[src/rtl/fan_adder_pipe.sv]
// FAN reduction node with valid/ready handshake.
// Picks one active line from each input half, adds the pair when the row ids match,
// and forwards both lines unchanged when they do not.
// An optional register stage sits between the lane muxes and the adder.
module fan_adder_pipe #(
    parameter int DW_DATA  = 32,
    parameter int DW_ROW   = 5,
    parameter int DW_CTRL  = 4,
    parameter int DW_LINE  = DW_DATA + DW_ROW + DW_CTRL,
    parameter int NUM_IN   = 2,
    parameter int PIPE_MUX = 0,
    parameter int SAT      = 0,
    parameter int DW_CNT   = 16
) (
    input  logic                      clk,
    input  logic                      rst,
    input  logic                      in_valid,
    output logic                      in_ready,
    input  logic [NUM_IN*DW_LINE-1:0] in,
    output logic                      out_valid,
    input  logic                      out_ready,
    output logic [2*DW_LINE-1:0]      out,
    output logic [DW_CNT-1:0]         add_cnt
);
    localparam int HALF = NUM_IN / 2;
    // Bit position where the ctrl field starts: ctrl[0]=start, [1]=end, [3]=active.
    localparam int CB   = DW_DATA + DW_ROW;

    logic [NUM_IN-1:0][DW_LINE-1:0] lines;
    logic [DW_LINE-1:0] line_l, line_r;
    logic               found_l, found_r;
    logic [DW_LINE-1:0] st_l, st_r;
    logic               st_vld;
    logic               out_adv;

    assign lines   = in;
    // The output register frees up when it is empty or being consumed.
    assign out_adv = ~out_valid | out_ready;

    // Lane select: the left half takes its lowest active line and the right half takes its highest.
    // When a half has no active line, it falls back to the line next to the centre.
    always_comb begin
        line_l  = lines[HALF-1];
        found_l = 1'b0;
        for (int i = 0; i < HALF; i++) begin
            if (!found_l && lines[i][DW_LINE-1]) begin
                line_l  = lines[i];
                found_l = 1'b1;
            end
        end
        line_r  = lines[HALF];
        found_r = 1'b0;
        for (int j = NUM_IN - 1; j >= HALF; j--) begin
            if (!found_r && lines[j][DW_LINE-1]) begin
                line_r  = lines[j];
                found_r = 1'b1;
            end
        end
    end

    generate
        if (PIPE_MUX != 0) begin : g_pipe
            logic               s1_vld;
            logic [DW_LINE-1:0] s1_l, s1_r;

            // This stage can load when it is empty or when its content moves on this cycle.
            assign in_ready = ~s1_vld | out_adv;
            assign st_l     = s1_l;
            assign st_r     = s1_r;
            assign st_vld   = s1_vld;

            // Mux-stage register: holds the selected pair for one cycle.
            always_ff @(posedge clk) begin
                if (rst) begin
                    s1_vld <= 1'b0;
                    s1_l   <= '0;
                    s1_r   <= '0;
                end else if (in_ready) begin
                    s1_vld <= in_valid;
                    if (in_valid) begin
                        s1_l <= line_l;
                        s1_r <= line_r;
                    end
                end
            end
        end else begin : g_comb
            assign in_ready = out_adv;
            assign st_l     = line_l;
            assign st_r     = line_r;
            assign st_vld   = in_valid;
        end
    endgenerate

    logic [DW_DATA:0]    sum_ext;
    logic [DW_DATA-1:0]  sum;
    logic [DW_CTRL-1:0]  res_ctrl;
    logic [DW_LINE-1:0]  result;
    logic [2*DW_LINE-1:0] out_nxt;
    logic                is_add;

    // Adder, overflow clamp, result ctrl encoding and fragment routing.
    always_comb begin
        is_add  = st_l[CB+3] & st_r[CB+3] &
                  (st_l[DW_DATA +: DW_ROW] == st_r[DW_DATA +: DW_ROW]);
        sum_ext = {st_l[DW_DATA-1], st_l[DW_DATA-1:0]} + {st_r[DW_DATA-1], st_r[DW_DATA-1:0]};
        sum     = sum_ext[DW_DATA-1:0];
        // Overflow shows as a disagreement between the two sign-extended top bits.
        if (SAT != 0 && (sum_ext[DW_DATA] ^ sum_ext[DW_DATA-1]))
            sum = sum_ext[DW_DATA] ? {1'b1, {(DW_DATA-1){1'b0}}} : {1'b0, {(DW_DATA-1){1'b1}}};
        case ({st_l[CB], st_r[CB+1]})
            2'b11:   res_ctrl = DW_CTRL'(4'b0100);
            2'b10:   res_ctrl = DW_CTRL'(4'b1001);
            2'b01:   res_ctrl = DW_CTRL'(4'b1010);
            default: res_ctrl = DW_CTRL'(4'b1000);
        endcase
        result = {res_ctrl, st_l[DW_DATA +: DW_ROW], sum};
        if (!is_add)
            out_nxt = {st_r, st_l};
        else if (res_ctrl == DW_CTRL'(4'b1001))
            out_nxt = {result, {DW_LINE{1'b0}}};
        else if (res_ctrl == DW_CTRL'(4'b1010))
            out_nxt = {{DW_LINE{1'b0}}, result};
        else
            out_nxt = {result, result};
    end

    // Output register and add counter: both advance only when a new result is loaded.
    always_ff @(posedge clk) begin
        if (rst) begin
            out       <= '0;
            out_valid <= 1'b0;
            add_cnt   <= '0;
        end else if (out_adv) begin
            out_valid <= st_vld;
            if (st_vld) begin
                out <= out_nxt;
                if (is_add)
                    add_cnt <= add_cnt + DW_CNT'(1);
            end
        end
    end
endmodule

[config.mk]
export PLATFORM = sky130hd
export DESIGN_NAME = fan_adder_pipe
export DESIGN_NICKNAME = d
export VERILOG_FILES = /design/src/rtl/fan_adder_pipe.sv
export SDC_FILE = /design/constraint.sdc
export NUM_CORES = 1
export LEC_CHECK = 0
export BUFFER_PORTS_ARGS = -buffer_cell sky130_fd_sc_hd__buf_2
export CAP_MARGIN = 20
export CORE_ASPECT_RATIO = 0.8
export CORE_UTILIZATION = 35
export DETAILED_ROUTE_END_ITERATION = 7
export PLACE_DENSITY_LB_ADDON = 0.3
export SYNTH_ARGS = -nofsm -noshare
export SYNTH_HDL_FRONTEND = slang
export SYNTH_SLANG_ARGS = --single-unit
[constraint.sdc]
create_clock -name clk -period 5.9 [get_ports clk]
set_input_delay 0.295 -clock clk [delete_from_list [all_inputs] [get_ports clk]]
set_output_delay 0.295 -clock clk [all_outputs]
set_load 0.05 [all_outputs]
Yosys cells after proc, flatten, opt, wreduce, memory -nomap -nowiden
Index checks and enable logic that the tools add are counted.
{ "op_classes": {"muxes": 4, "bitwise": 4, "n_addsub": 2, "reduce_logical": 2, "eq_ne": 6} }
{ "ops": {"columns": ["op", "n"], "rows": [
  ["82-bit two-way mux", 3],
  ["32-bit adder", 1],
  ["16-bit by 1-bit adder with 16-bit output, second input constant", 1],
  ["4-bit case mux with 3 select lines", 1],
  ["4-bit equality test, second input constant", 2],
  ["5-bit equality test", 1],
  ["2-bit equality test, second input constant", 2],
  ["3-bit AND reduction", 1],
  ["1-bit bitwise AND", 2],
  ["2-bit by 1-bit equality test with 1-bit output, second input constant", 1],
  ["2-bit AND reduction", 1],
  ["1-bit NOT", 1],
  ["1-bit bitwise OR", 1]
]} }
{ "totals": {"regBits": 99, "word_cells": 21, "inputBits": 86} }

Logic depth before layout (Yosys ltp)
Gate-level depths: netlist (run 1).
{ "logic_depth": {"word_depth": 6, "mapped_depth": 10, "depth_no_buf": 10} }

Least setup slack after synthesis (run 1)
No wires, ideal clock.
{ "synth_path": {"path_kind": "input to register", "startpoint": "input in[0]", "endpoint": "register out[63]", "path_buffers": 0, "arrival_ns": 2.306, "stages": 10, "path_slack_ns": 3.457, "setup_ns": 0.137, "path_cell_list": "ha_1 > fa_1 > a21oi_1 > o211a_1 > a211oi_1 > o211ai_1 > a21boi_0 > or3_1 > a32oi_1 > a211oi_1"} }
{ "synth_via": {"elab_chain_cells": 4} }
{ "synth_lines": {"columns": ["item", "line", "text"], "rows": [
  ["from (decl)", "19", "input logic [NUM_IN*DW_LINE-1:0] in,"],
  ["32-bit adder *", "105", "sum_ext = {st_l[DW_DATA-1], st_l[DW_DATA-1:0]} + {st_r[DW_DATA-1], st_r[DW_DATA-1:0]};"],
  ["82-bit two-way mux", "121", "else if (res_ctrl == DW_CTRL'(4'b1010))"],
  ["82-bit two-way mux *", "119", "else if (res_ctrl == DW_CTRL'(4'b1001))"],
  ["82-bit two-way mux *", "117", "if (!is_add)"],
  ["to (signal assigned)", "136", "out <= out_nxt;"],
  ["to (decl)", "22", "output logic [2*DW_LINE-1:0] out,"]
]} }
Every way passes the cells marked *; elsewhere a longest branch is shown, timed or not.
A chain may end at the register's enable or synchronous reset.

Final worst setup path (run 1)
{ "layout_path": {"startpoint": "input in[33]", "endpoint": "register add_cnt[13]"} }
{ "layout_via": {"elab_chain_cells": 3} }
{ "layout_lines": {"columns": ["item", "line", "text"], "rows": [
  ["5-bit equality test", "104", "(st_l[DW_DATA +: DW_ROW] == st_r[DW_DATA +: DW_ROW]);"],
  ["1-bit bitwise AND", "103", "is_add = st_l[CB+3] & st_r[CB+3] &"],
  ["3-bit AND reduction (no line)", null, null],
  ["to (signal assigned)", "138", "add_cnt <= add_cnt + DW_CNT'(1);"],
  ["to (decl)", "23", "output logic [DW_CNT-1:0] add_cnt"]
]} }
No other way between the ends.

==> impl_metrics.yaml, run 1 <==
finish:
  final_common_cell: "buf_2"
  final_cell_mix: "buf_2, dfxtp_1, nor2_1, a21oi_1, o21ai_0"
  multiInputGateArea_um2: 3720
  postLayoutCellArea_um2: 7310
  fin_nets: 1020
  seq_area_um2: 1980
  n_fill_cell: 1679
  syn_to_final_growth_pct: 24.4
  drive_above_1_share_pct: 24.4
drt:
  wl_mm: 19.4
  first_pass_iters: 5
  drc: 0
  routed_via_density: 5.63
  vias: 6322
  antenna_left: 0
  wl_per_cell_um: 17.2
  drtIter0Drc: 433
worst_setup_path:
  r2r_setup_slack_ps: 3490
  path_cells: "buf_2, xnor2_1, nand4_1, or3b_2, buf_4, or3_4, nor3_4, nand3_1, xor2_1, nor2_1"
  rr_worst_depth: 6
  reg2reg_to: "out[33]$_SDFFE_PP0P_"
  crit_path_end_kind: "flip-flop"
  path_buf_inv: 2
  crit_family: "simple AND/OR/NAND/NOR gates"
  critical_path_class: "in -> reg"
  critPathSlowestCell: "or3b_2"
  setup.worst_path.start_class: "input port"
  worstPathArrival_ps: 2850
  path_max_fanout: 44
  worstPathRequired_ps: 6110
  rr_startpoint: "out_valid$_SDFFE_PP0N_"
  critical-path-max-stage-delay_ps: 760
clock_network:
  clock_sinks: 99
  cts_buffer_depth: 2
  post_cts_buffers: 0
  clkLatencyLatePin_ps: 350
  cts_tree: "built"
  root_buffer: "clkbuf_16"
  post_cts_resized: 0
  cts_hold_buf: 0
  cts_made_buffers: 9
  htree_levels: 3
  clk_pin_slew_ps: 70
power_and_ir_drop:
  swShare_pct: 35.2
  pwr-share-seq_pct: 37.3
  p_comb_share_pct: 29.1
  total_power_mw: 1.96
  p_per_area_nw_per_um2: 268
  p_clk_share_pct: 33.6
  p_int_mw: 1.27
  peakVddDrop_mv: 0.136
  p_leak_nw: 3.28
  netSwitchingPower_uw: 690
placement:
  dpl-instance-area_um2: 6980
  io_buffers: 185
  dp_hpwl_mm: 14.4
  routabilityCongestion: 0.951
global_routing:
  antenna_found_initial: 0
  grt_pass1_wl_mm: 30.5
  grt_max_degree: 71
  grt_usage_pct: 22.1
  grt_pass1_vias: 5701
  overflow: 0
logic_synthesis:
  synth_top_family_by_area: "compound AO/OA/AOI/OAI gates"
  synth_compound_area_share_pct: 28.1
  ys_ff_latch: 99
  synth_nets: 860
  synth_mux_area_share_pct: 0.511
  synthCells: 741
  yosysSeqAreaShare_pct: 33.7
  syn_area_um2: 5880
  syn_avg_cell_area_um2: 7.93
  synth.yosys.warnings: 0
  synthXorXnorAreaFrac_pct: 5.81
  synth-simple-area-share_pct: 21.4
  synth-adder-area-share_pct: 7.15
  synth_cell_types: 55
  synth-edff-count: 0
  synthArstFlopShare_pct: 0
  synth_ff_type: "dfxtp_1"
min_path:
  hold_start: "in[80]"
  min_path_cells: 3
  hold_class: "in -> reg"
  min_to: "out[80]$_SDFFE_PP0P_"
outcome:
  outcome: "finished, final reports clean"
timing:
  fmax_mhz: 379
  skew_ps: 5.87
  finalSetupViolations: 0
  rsz0062_at_grt: "false"
  slew_viol_final: 0
  hold_slack_ps: 183
  tns_ps: 0
  max_slew_margin_pct: 41.7
  finalHoldViolations: 0
  fin_crit_ps: 2640
  worst_pin_slew_ps: 868
  period_share_pct: 44.7
floorplanning:
  die-area_um2: 17300
  num_io_pins: 186
  core.rowCount: 41
  core_area_um2: 16100
  start_util_pct: 36.5
  die_w_um: 147
  die_h_um: 118
flow_run:
  cap_violations: 0
[metal layers]
| layer | global-route usage, % | vias up | part of all wire, % |
|---|---|---|---|
| met5 | 0 | - | 0 |
| met4 | 5.28 | 0 | 1.3 |
| met3 | 5.85 | 22 | 8.1 |
| met2 | 32.5 | 255 | 42 |
| met1 | 31.7 | 2956 | 49 |
| li1 | - | 3089 | - |
[power by group through the flow]
stage	combinational [mW]	sequential [mW]	clock [mW]
after floorplan	0.262	0.895	0
after global placement	0.563	0.748	0
after detailed placement	0.564	0.747	0
after CTS	0.567	0.732	0.673
after global routing	0.618	0.737	0.699
final	0.571	0.732	0.658
[tightest hold or removal path: stages]
cell     delay [ps]
buf_2           100
nand2_1          50
a21oi_1          60
[how the worst max path moves through the flow]
stage,from,slack [ps],cells after the start,to
after global routing,in[0],3020,11,out[69]$_SDFFE_PP0P_
final,in[33],3260,10,add_cnt[13]$_SDFFE_PP0P_
after floorplan,in[0],3460,10,out[63]$_SDFFE_PP0P_
after CTS,in[33],3280,10,add_cnt[13]$_SDFFE_PP0P_
after global placement,in[35],2960,10,add_cnt[15]$_SDFFE_PP0P_
after detailed placement,in[33],2910,10,add_cnt[13]$_SDFFE_PP0P_
[through the flow]
step	setup slack [ps]	utilization [%]	instances
finish	3260	45.4	1122
global route	3020	45.4	1121
CTS	3280	45.4	1121
detailed placement	2910	43.4	1105
global placement	2960	43.4	1105
floorplan	3460	-	741
[state kept, by name, summed over array words and instances (netlist names)]
name and cells:
out_valid 1, add_cnt 16, out 82
[kinds of logic after synthesis]
logic type,count (synthesis)
DFF,99
xor gates and xnor gates,39
muxes,3
and+or+nand+nor,268
AOI/OAI and AO/OA,248
adders and majority gates,33
buffers and inverters,51
[layout make-up]
type / count / area share, %
Multi-Input combinational cell: 591 / 50.9
Clock buffer: 11 / 3.32
Sequential cell: 99 / 27.1
Tap cell: 215 / 3.68
Inverter: 7 / 0.359
Antenna cell: 1 / 0.0342
Clock inverter: 5 / 1.16
Timing Repair Buffer: 193 / 13.5
[synth_stat cells (all sizes together) (4+ instances only)]
cell type	count	area (um^2)
xor2	18	158
buf	7	31.3
nor2	96	360
ha	32	400
dfxtp	99	1980
or3	10	67.6
nor2b	4	25.0
and3	10	62.6
a22oi	11	82.6
and2	5	31.3
clkbuf	37	139
a32oi	10	87.6
nand4	13	81.3
nand3	24	120
a221oi	45	394
nand2	52	195
a21boi	4	30.0
nor3	42	221
a211oi	10	75.1
xnor2	21	184
o21ai	58	294
inv	7	26.3
a31oi	7	43.8
a21o	18	135
a21oi	62	310
(Power assumes the default switching activity.)
==> run 2: changes to the inputs <==
==> constraint.sdc (replaced) <==
create_clock -name clk -period 2.1 [get_ports clk]
set_input_delay 0.105 -clock clk [delete_from_list [all_inputs] [get_ports clk]]
set_output_delay 0.105 -clock clk [all_outputs]
set_load 0.05 [all_outputs]
==> impl_metrics.yaml, run 2 (same netlist as run 1, synthesis figures left out) <==
clock_network:
  htree_levels: 3
  clkLatencyLatePin_ps: 360
  cts_buffer_depth: 2
  cts_tree: "built"
  root_buffer: "clkbuf_16"
  cts_made_buffers: 9
  clock_sinks: 99
  clk_pin_slew_ps: 70
min_path:
  hold_class: "in -> reg"
worst_setup_path:
  critical-path-max-stage-delay_ps: 280
  crit_family: "compound AO/OA/AOI/OAI gates"
  rr_startpoint: "out_valid$_SDFFE_PP0N_"
  critical_path.startpoint: "in[7]"
  worstPathRequired_ps: 2350
  critPathSlowestCell: "ha_4"
  cpMostUsedCell: "buf_4"
  cp_num_cells: 13
  rr_worst_depth: 6
  r2r_setup_slack_ps: 430
  endpoint: "out[28]$_SDFFE_PP0P_"
  worstPathArrival_ps: 2310
  critical_path_class: "in -> reg"
  path_buf_inv: 4
  path_cells: "buf_2, ha_4, nand4_1, o211a_1, a211oi_2, o211ai_1, buf_4, buf_4, a21oi_1, and4b_2, buf_4, a2111oi_4, nor2_1"
  path_max_fanout: 5
  setup.worst_path.start_class: "input port"
  reg2reg_to: "out[28]$_SDFFE_PP0P_"
  crit_path_end_kind: "flip-flop"
timing:
  finalHoldViolations: 0
  finalSetupViolations: 0
  max_slew_margin_pct: 57.4
  fin_crit_ps: 2070
  worst_pin_slew_ps: 632
  tns_ps: 0
  rsz0062_at_grt: "true"
  slew_viol_final: 0
  period_share_pct: 98.4
  fmax_mhz: 484
  skew_ps: 12.4
finish:
  top_register: "out"
  postLayoutCellArea_um2: 8590
  fin_cells: 1261
  final_cell_mix: "buf_2, buf_4, dfxtp_1, nor2_1, a21oi_1"
  final_common_cell: "buf_2"
  syn_to_final_growth_pct: 46.1
  largest_register_ffs: 82
  top_regs: "out x82, add_cnt x16, out_valid x1"
  fin_nets: 1159
  drive_above_1_share_pct: 36.1
  n_fill_cell: 1593
drt:
  drtIter0Drc: 367
  wl_per_cell_um: 16.4
  vias: 6796
  drc: 0
  first_pass_iters: 5
  routed_via_density: 5.39
  wl_mm: 20.7
  antenna_left: 0
global_routing:
  grt_pass1_vias: 6364
  overflow: 0
  antenna_found_initial: 1
  grt_pass1_wl_mm: 32.8
  grt_usage_pct: 23.6
  grt_max_degree: 90
placement:
  dpl-instance-area_um2: 8010
  io_buffers: 185
  dp_hpwl_mm: 15.7
  routabilityCongestion: 0.914
  dp_cells: 1232
power_and_ir_drop:
  p_leak_nw: 3.97
  p_per_area_nw_per_um2: 661
  total_power_mw: 5.68
  peakVddDrop_mv: 0.384
floorplanning:
  core.rowCount: 41
  core_area_um2: 16100
  start_util_pct: 36.5
  die_h_um: 118
  die-area_um2: 17300
  die_w_um: 147
  num_io_pins: 186
outcome:
  outcome: "finished, final reports clean"
flow_run:
  cap_violations: 0
[run 2: layout make-up]
class | count | area [um^2] | share of cell area, %
Antenna cell | 1 | 2.50 | 0.0291
Timing Repair Buffer | 332 | 2110 | 24.6
Clock inverter | 7 | 68.8 | 0.801
Sequential cell | 99 | 1980 | 23.1
Tap cell | 215 | 269 | 3.13
Multi-Input combinational cell | 591 | 3910 | 45.5
Inverter | 7 | 26.3 | 0.306
Clock buffer | 9 | 225 | 2.62
[run 2: worst min path at each step]
stage / from / end / slack [ps] / cells after the start
2_1_floorplan: in_valid / out_valid$_SDFFE_PP0N_ / 230 / 2
3_3_place_gp: in[78] / out[78]$_SDFFE_PP0P_ / 350 / 3
3_5_place_dp: in[78] / out[78]$_SDFFE_PP0P_ / 360 / 3
4_1_cts: in[68] / out[68]$_SDFFE_PP0P_ / 0.4 / 3
5_1_grt: in[40] / out[40]$_SDFFE_PP0P_ / 10 / 3
6_report: in[40] / out[40]$_SDFFE_PP0P_ / 8 / 3
[run 2: layer usage]
metal | vias to the layer above | track usage, % | part of all wire (%)
li1 | 3369 | - | -
met2 | 227 | 35.2 | 42
met1 | 3189 | 34.3 | 49
met3 | 11 | 5.47 | 7.4
met5 | - | 0 | 0
met4 | 0 | 4.90 | 0.86
[run 2: tightest hold or removal path, cell delays in order]
cell,delay (ps)
buf_2,100
nand3_1,60
a21oi_1,50
[run 2: timing repair]
item	4_1_cts	5_1_grt
setup buffers	0	6
endpoints found under the setup margin	15	29
resized for setup	14	21
pin swaps	7	18
hold endpoints to repair	6	0
hold buffers	6	0
[run 2: power by group]
part,internal (mW),switching [mW]
sequential,2.00,0.0610
clock,0.836,0.838
combinational,0.741,1.21
[run 2: metrics by stage]
stage / hold WS, ps / setup slack (ps) / utilization [%]
floorplan: 227 / 11.3 / -
global placement: 355 / -524 / 49.7
detailed placement: 360 / -561 / 49.7
CTS: 0.386 / -37.5 / 52.3
global route: 13.1 / -40.2 / 53.3
finish: 8.44 / 33.3 / 53.3
